### config.mk
export PLATFORM = sky130hd
export DESIGN_NAME = pipe_control_unit
export DESIGN_NICKNAME = d
export VERILOG_FILES = /design/src/rtl/ctrl_pkg.sv /design/src/rtl/ctrl_decoder.sv /design/src/rtl/pipe_control_unit.sv
export SDC_FILE = /design/constraint.sdc
export NUM_CORES = 1
export LEC_CHECK = 0
export BUFFER_PORTS_ARGS = -buffer_cell sky130_fd_sc_hd__buf_4
export CAP_MARGIN = 25
export CORE_MARGIN = 2
export CORE_UTILIZATION = 35
export CTS_CLUSTER_DIAMETER = 60
export DETAILED_ROUTE_END_ITERATION = 6
export PLACE_DENSITY_LB_ADDON = 0.08
export RECOVER_POWER = 25
export SLEW_MARGIN = 0
export SYNTH_ARGS = -nofsm -noshare
export SYNTH_HDL_FRONTEND = slang
export SYNTH_SLANG_ARGS = --single-unit
### constraint.sdc
create_clock -name clk -period 2.11 [get_ports clk]
set_input_delay 0.422 -clock clk [delete_from_list [all_inputs] [get_ports clk]]
set_output_delay 0.422 -clock clk [all_outputs]
set_load 0.05 [all_outputs]
### src/rtl/ctrl_pkg.sv
// Shared control-bundle types, opType/ALU codes and FSM states
// for the pipelined control unit.
package ctrl_pkg;

  localparam int CTRL_ALU_W = 8;
  localparam int CTRL_RD_W  = 8;

  localparam logic [1:0] OPT_ALU_R = 2'b00;
  localparam logic [1:0] OPT_ALU_I = 2'b01;
  localparam logic [1:0] OPT_MEM   = 2'b10;
  localparam logic [1:0] OPT_BR    = 2'b11;

  localparam logic [CTRL_ALU_W-1:0] ALU_ADD = 8'd0;
  localparam logic [CTRL_ALU_W-1:0] ALU_SUB = 8'd1;

  typedef enum logic {
    RUN,
    MUL
  } ctrl_state_e;

  // Fields are sized for the widest supported opCode/register index;
  // stage outputs slice them back to the configured widths.
  typedef struct packed {
    logic                  valid;
    logic [CTRL_ALU_W-1:0] aluControl;
    logic                  immSrc;
    logic                  branchFlag;
    logic                  memWrite;
    logic                  memRead;
    logic                  memToReg;
    logic                  regWrite;
    logic                  isMul;
    logic [CTRL_RD_W-1:0]  rd;
  } ctrl_bundle_t;

endpackage

### src/rtl/ctrl_decoder.sv
// Combinational ID-stage decoder: opType/opCode to control bundle.
// An invalid ID slot decodes to an all-zero bubble.
module ctrl_decoder
  import ctrl_pkg::*;
#(
  parameter int OPTYPE_W = 2,
  parameter int OPCODE_W = 4,
  parameter int REG_W    = 4,
  parameter logic [OPCODE_W-1:0] MUL_OPCODE = OPCODE_W'(5)
) (
  input  logic                valid,
  input  logic [OPTYPE_W-1:0] opType,
  input  logic [OPCODE_W-1:0] opCode,
  input  logic [REG_W-1:0]    rd,
  output ctrl_bundle_t        bundle
);

  logic [1:0] opt;
  logic       is_r;
  logic       is_i;
  logic       is_m;
  logic       is_b;

  assign opt  = 2'(opType);
  assign is_r = (opt == OPT_ALU_R);
  assign is_i = (opt == OPT_ALU_I);
  assign is_m = (opt == OPT_MEM);
  assign is_b = (opt == OPT_BR);

  always_comb begin
    bundle = '0;
    if (valid) begin
      bundle.valid = 1'b1;
      bundle.rd    = CTRL_RD_W'(rd);
      unique case (1'b1)
        is_r: begin
          bundle.regWrite   = 1'b1;
          bundle.aluControl = CTRL_ALU_W'(opCode);
          bundle.isMul      = (opCode == MUL_OPCODE);
        end
        is_i: begin
          bundle.regWrite   = 1'b1;
          bundle.immSrc     = 1'b1;
          bundle.aluControl = CTRL_ALU_W'(opCode);
        end
        is_m: begin
          bundle.immSrc     = 1'b1;
          bundle.aluControl = ALU_ADD;
          if (opCode[0]) begin
            bundle.memWrite = 1'b1;
          end else begin
            bundle.memRead  = 1'b1;
            bundle.memToReg = 1'b1;
            bundle.regWrite = 1'b1;
          end
        end
        is_b: begin
          bundle.branchFlag = 1'b1;
          bundle.immSrc     = 1'b1;
          bundle.aluControl = ALU_SUB;
        end
        default: bundle = '0;
      endcase
    end
  end

endmodule

### src/rtl/pipe_control_unit.sv
// Pipelined control unit: ID decode, EX/MEM/WB control registers,
// load-use bubbles, branch flush and multi-cycle multiply stall.
module pipe_control_unit
  import ctrl_pkg::*;
#(
  parameter int OPTYPE_W = 2,
  parameter int OPCODE_W = 4,
  parameter int REG_W    = 4,
  parameter logic [OPCODE_W-1:0] MUL_OPCODE = OPCODE_W'(5),
  parameter int MUL_LAT  = 3
) (
  input  logic                clk,
  input  logic                rst,
  input  logic                id_valid,
  input  logic [OPTYPE_W-1:0] opType,
  input  logic [OPCODE_W-1:0] opCode,
  input  logic [REG_W-1:0]    rs1,
  input  logic [REG_W-1:0]    rs2,
  input  logic [REG_W-1:0]    rd,
  input  logic                flush,
  output logic                id_ready,
  output logic                ex_valid,
  output logic [OPCODE_W-1:0] ex_aluControl,
  output logic                ex_immSrc,
  output logic                ex_branchFlag,
  output logic                ex_mulBusy,
  output logic                mem_valid,
  output logic                mem_memWrite,
  output logic                mem_memRead,
  output logic                wb_valid,
  output logic                wb_regWrite,
  output logic                wb_memToReg,
  output logic [REG_W-1:0]    wb_rd
);

  localparam int CNT_W = (MUL_LAT > 2) ? $clog2(MUL_LAT) : 1;
  localparam logic [CNT_W-1:0] CNT_INIT = CNT_W'(MUL_LAT - 1);

  ctrl_bundle_t dec;
  ctrl_bundle_t ex_q;
  ctrl_bundle_t mem_q;
  ctrl_bundle_t wb_q;
  ctrl_bundle_t ex_d;
  ctrl_bundle_t mem_d;
  ctrl_bundle_t wb_d;

  ctrl_state_e    state;
  ctrl_state_e    state_d;
  logic [CNT_W-1:0] cnt;
  logic [CNT_W-1:0] cnt_d;

  logic load_use;
  logic rs1_hit;
  logic rs2_hit;
  logic unused_bits;

  ctrl_decoder #(
    .OPTYPE_W   (OPTYPE_W),
    .OPCODE_W   (OPCODE_W),
    .REG_W      (REG_W),
    .MUL_OPCODE (MUL_OPCODE)
  ) u_dec (
    .valid  (id_valid),
    .opType (opType),
    .opCode (opCode),
    .rd     (rd),
    .bundle (dec)
  );

  // rs2 is compared even for ALU-imm: conservative, never misses a hazard
  assign rs1_hit  = (ex_q.rd == CTRL_RD_W'(rs1));
  assign rs2_hit  = (ex_q.rd == CTRL_RD_W'(rs2));
  assign load_use = id_valid && ex_q.valid && ex_q.memRead
                  && (rs1_hit || rs2_hit);

  always_comb begin
    state_d  = state;
    cnt_d    = cnt;
    ex_d     = ex_q;
    mem_d    = ex_q;
    wb_d     = mem_q;
    id_ready = 1'b1;
    unique case (state)
      MUL: begin
        id_ready = 1'b0;
        if (cnt == '0) begin
          state_d = RUN;
          ex_d    = '0;
        end else begin
          cnt_d = cnt - 1'b1;
          mem_d = '0;
        end
      end
      RUN: begin
        if (flush) begin
          ex_d = '0;
        end else if (load_use) begin
          ex_d     = '0;
          id_ready = 1'b0;
        end else begin
          ex_d = dec;
          if (dec.isMul) begin
            state_d = MUL;
            cnt_d   = CNT_INIT;
          end
        end
      end
      default: begin
        state_d = RUN;
        cnt_d   = '0;
      end
    endcase
  end

  always_ff @(posedge clk or posedge rst) begin
    if (rst) begin
      state <= RUN;
      cnt   <= '0;
      ex_q  <= '0;
      mem_q <= '0;
      wb_q  <= '0;
    end else begin
      state <= state_d;
      cnt   <= cnt_d;
      ex_q  <= ex_d;
      mem_q <= mem_d;
      wb_q  <= wb_d;
    end
  end

  assign ex_valid      = ex_q.valid;
  assign ex_aluControl = ex_q.aluControl[OPCODE_W-1:0];
  assign ex_immSrc     = ex_q.immSrc;
  assign ex_branchFlag = ex_q.branchFlag;
  assign ex_mulBusy    = (state == MUL);

  assign mem_valid     = mem_q.valid;
  assign mem_memWrite  = mem_q.memWrite;
  assign mem_memRead   = mem_q.memRead;

  assign wb_valid      = wb_q.valid;
  assign wb_regWrite   = wb_q.regWrite;
  assign wb_memToReg   = wb_q.memToReg;
  assign wb_rd         = wb_q.rd[REG_W-1:0];

  // Stage fields consumed by later stages only, or padding bits
  assign unused_bits = ^{ex_q, mem_q, wb_q};

endmodule

==> impl_metrics.tcl <==
set metrics [dict create \
    run_status "finished, violations left" \
    violations "capacitance limit, slew limit" \
    drt-total-wl_um 2560 \
    gp_congestion 0.770 \
    io_buffers 40 \
    cap_violations 1 \
    grtUsageTotal 0.135 \
    coreArea_mm2 0.00363 \
    netlist_area_mm2 0.00131 \
    grt-ovfl-total 0 \
    antenna_found_initial 0 \
    hpwl_um 1790 \
    io_pins 41 \
    route.detailed.drc 0 \
    hold_class "reg2reg" \
    root_buffer "clkbuf_8" \
    drive_above_1_share 0.418 \
    whs_ns 0.350 \
    placed_area_mm2 0.00164 \
    insertion_delay_ns 0.29 \
    cts_made_buffers 5 \
    cts_tree "done" \
    viasPerCell 4.60 \
    postCtsHoldBufs 0 \
    grt_pass1_vias 893 \
    ys_ff_latch 32 \
    diodes 0 \
    nNetsFinal 163 \
    cp.required_ns 1.69 \
    startpoint_type "flip-flop" \
    synth_warnings 0 \
    syn_inst 96 \
    grt_pass1_wl_um 4210 \
    yosysSeqAreaShare 0.612 \
    clock-skew-final_ns 0.00648 \
    report.final.slew_viol_count 33 \
    worstSetupEndpointType "output port" \
    power_density_mw_per_mm2 794 \
    cts.htree.levels 2 \
    clk_pin_slew_ns 0.07 \
    worstPathArrival_ns 1.58 \
    fp.dieW_um 65.2 \
    stdcell_area_mm2 0.00176 \
    setup_violations 0 \
    fmax_mhz 499 \
    initial_core_util 0.360 \
    wl_per_cell_um 13.5 \
    rows 22 \
    die_h_um 65.2 \
    slowest_stage "dfrtp_1" \
    synthesis.nets 119 \
    final_hold_viol_count 0 \
    p_total_mw 1.40 \
    leakage_nw 0.884 \
    area_delta_synth_final_pct 34.6 \
    worstPathCellList "xnor2_1 > nand4_2 > a21oi_4 > a21oi_1 > buf_4" \
    clockBufferDepth 2 \
    period_share 0.950 \
    cpPeakStageDelay_ns 0.44 \
    peakVddDrop_v 0.000358 \
    grt_max_degree 33 \
    syn_avg_cell_area_um2 13.6 \
    crit_fanout 4 \
    clkSinkCount 32 \
    fin_crit_ns 2.01 \
    vias 869 \
    yosys.cell_types.count 27 \
    dieArea_mm2 0.00424 \
    first_iter_violations 41 \
    slew_headroom -0.139 \
    crit_type "reg2out" \
    antenna_left 0 \
    worst_pin_slew_ns 1.71 \
    drt_pass1_iterations 3 \
]
[critical path: cells and delay by family (launching register included)]
kind                      cells  cell delay, ns
xor gates and xnor gates      1            0.20
AOI/OAI and AO/OA             2            0.32
DFF                           1            0.44
and+or+nand+nor               1            0.14
buffers and inverters         1            0.19
[per-stage QoR]
| step | worst slack [ns] | instances | utilization | TNS (ns) |
|---|---|---|---|---|
| 2_1_floorplan | 0.0577 | 96 | - | 0 |
| 5_1_grt | -0.00265 | 189 | 0.485 | -0.00265 |
| 4_1_cts | 0.0465 | 188 | 0.482 | 0 |
| 3_5_place_dp | 0.299 | 180 | 0.451 | 0 |
| 3_3_place_gp | 0.284 | 180 | 0.451 | 0 |
| 6_report | 0.105 | 189 | 0.485 | 0 |
[worst paths after layout]
kind,slack [ns],end,cells past startpoint,start
worst max-delay path,0.10,id_ready,5,ex_q[2]
worst min-delay path,0.35,wb_rd[3],0,mem_q[3]
worst max register to register,0.41,cnt[1],6,ex_q[3]
worst min register to register,0.35,wb_rd[3],0,mem_q[3]
max in group asynchronous,0.38,ex_branchFlag,3,rst
min in group asynchronous,0.73,wb_memToReg,3,rst
[cell type report]
class	instances	area, um^2
fill	351	1870
sequential	32	801
multi-input combinational	52	444
timing repair buffer	44	327
clock buffer	5	68.8
tap	48	60.1
clock inverter	3	42.5
inverter	5	18.8
[cells by family after synthesis]
group | synth area share
multiplexers | 0.0249
AND/OR/NAND/NOR | 0.107
adder cells (fa/ha/maj) | 0.00956
AO/OA/AOI/OAI | 0.139
XOR/XNOR | 0.0535
buffers and inverters | 0.0545
flip-flops | 0.612
[flip-flops by register name, summed over array words and instances, names as in the netlist, 2 cells and up]
register / flops
ex_q: 7
ex_aluControl: 4
cnt: 2
wb_rd: 4
mem_q: 5
[timing repair]
action	in CTS	in global routing
buffers inserted	0	1
gates resized for setup	0	1
endpoints found under the setup margin	0	1
[power breakdown]
part | internal [mW] | switching (mW) | leakage, nW
registers | 0.636 | 0.0130 | 0.432
clock network | 0.349 | 0.237 | 0.0541
logic | 0.0690 | 0.0947 | 0.398
total | 1.05 | 0.345 | 0.884
[synthesized netlist by cell type]
library cell | n | area (um^2)
dfrtp_1 | 32 | 801
and2_1 | 8 | 50.1
xnor2_1 | 8 | 70.1
a22o_1 | 6 | 52.6
a32o_1 | 6 | 60.1
buf_4 | 5 | 37.5
inv_1 | 5 | 18.8
nor2_1 | 3 | 11.3
nand2_1 | 2 | 7.51
nand3_1 | 2 | 10.0
nand4_2 | 2 | 25.0
nor2b_1 | 2 | 12.5
a21o_1 | 1 | 7.51
a21oi_1 | 1 | 5.00
a21oi_4 | 1 | 16.3
buf_6 | 1 | 11.3
clkbuf_1 | 1 | 3.75
ha_1 | 1 | 12.5
mux2_1 | 1 | 11.3
mux2_2 | 1 | 11.3
mux2i_1 | 1 | 10.0
nand2b_1 | 1 | 6.26
nand3b_2 | 1 | 11.3
nor2_2 | 1 | 6.26
o21ai_0 | 1 | 5.00
o31ai_1 | 1 | 7.51
o41ai_4 | 1 | 27.5
[per-layer routing]
metal,part of all wire,global-route usage
met5,0,0
met2,0.47,0.209
met1,0.44,0.164
met3,0.078,0.0616
met4,0.015,0.0547
[placed cells by master (no fill, tap or decap), types with 2 or more instances in the layout]
cell / Yosys / final
nand4_2: 2 / 2
a32o_1: 6 / 6
nor2b_1: 2 / 2
nand3_1: 2 / 2
inv_1: 5 / 5
a22o_1: 6 / 6
nand2_1: 2 / 2
dfrtp_1: 32 / 32
buf_4: 5 / 42
xnor2_1: 8 / 7
and2_1: 8 / 8
nor2_1: 3 / 3
clkbuf_8: 0 / 5
Power figures use the tool's default switching activity.
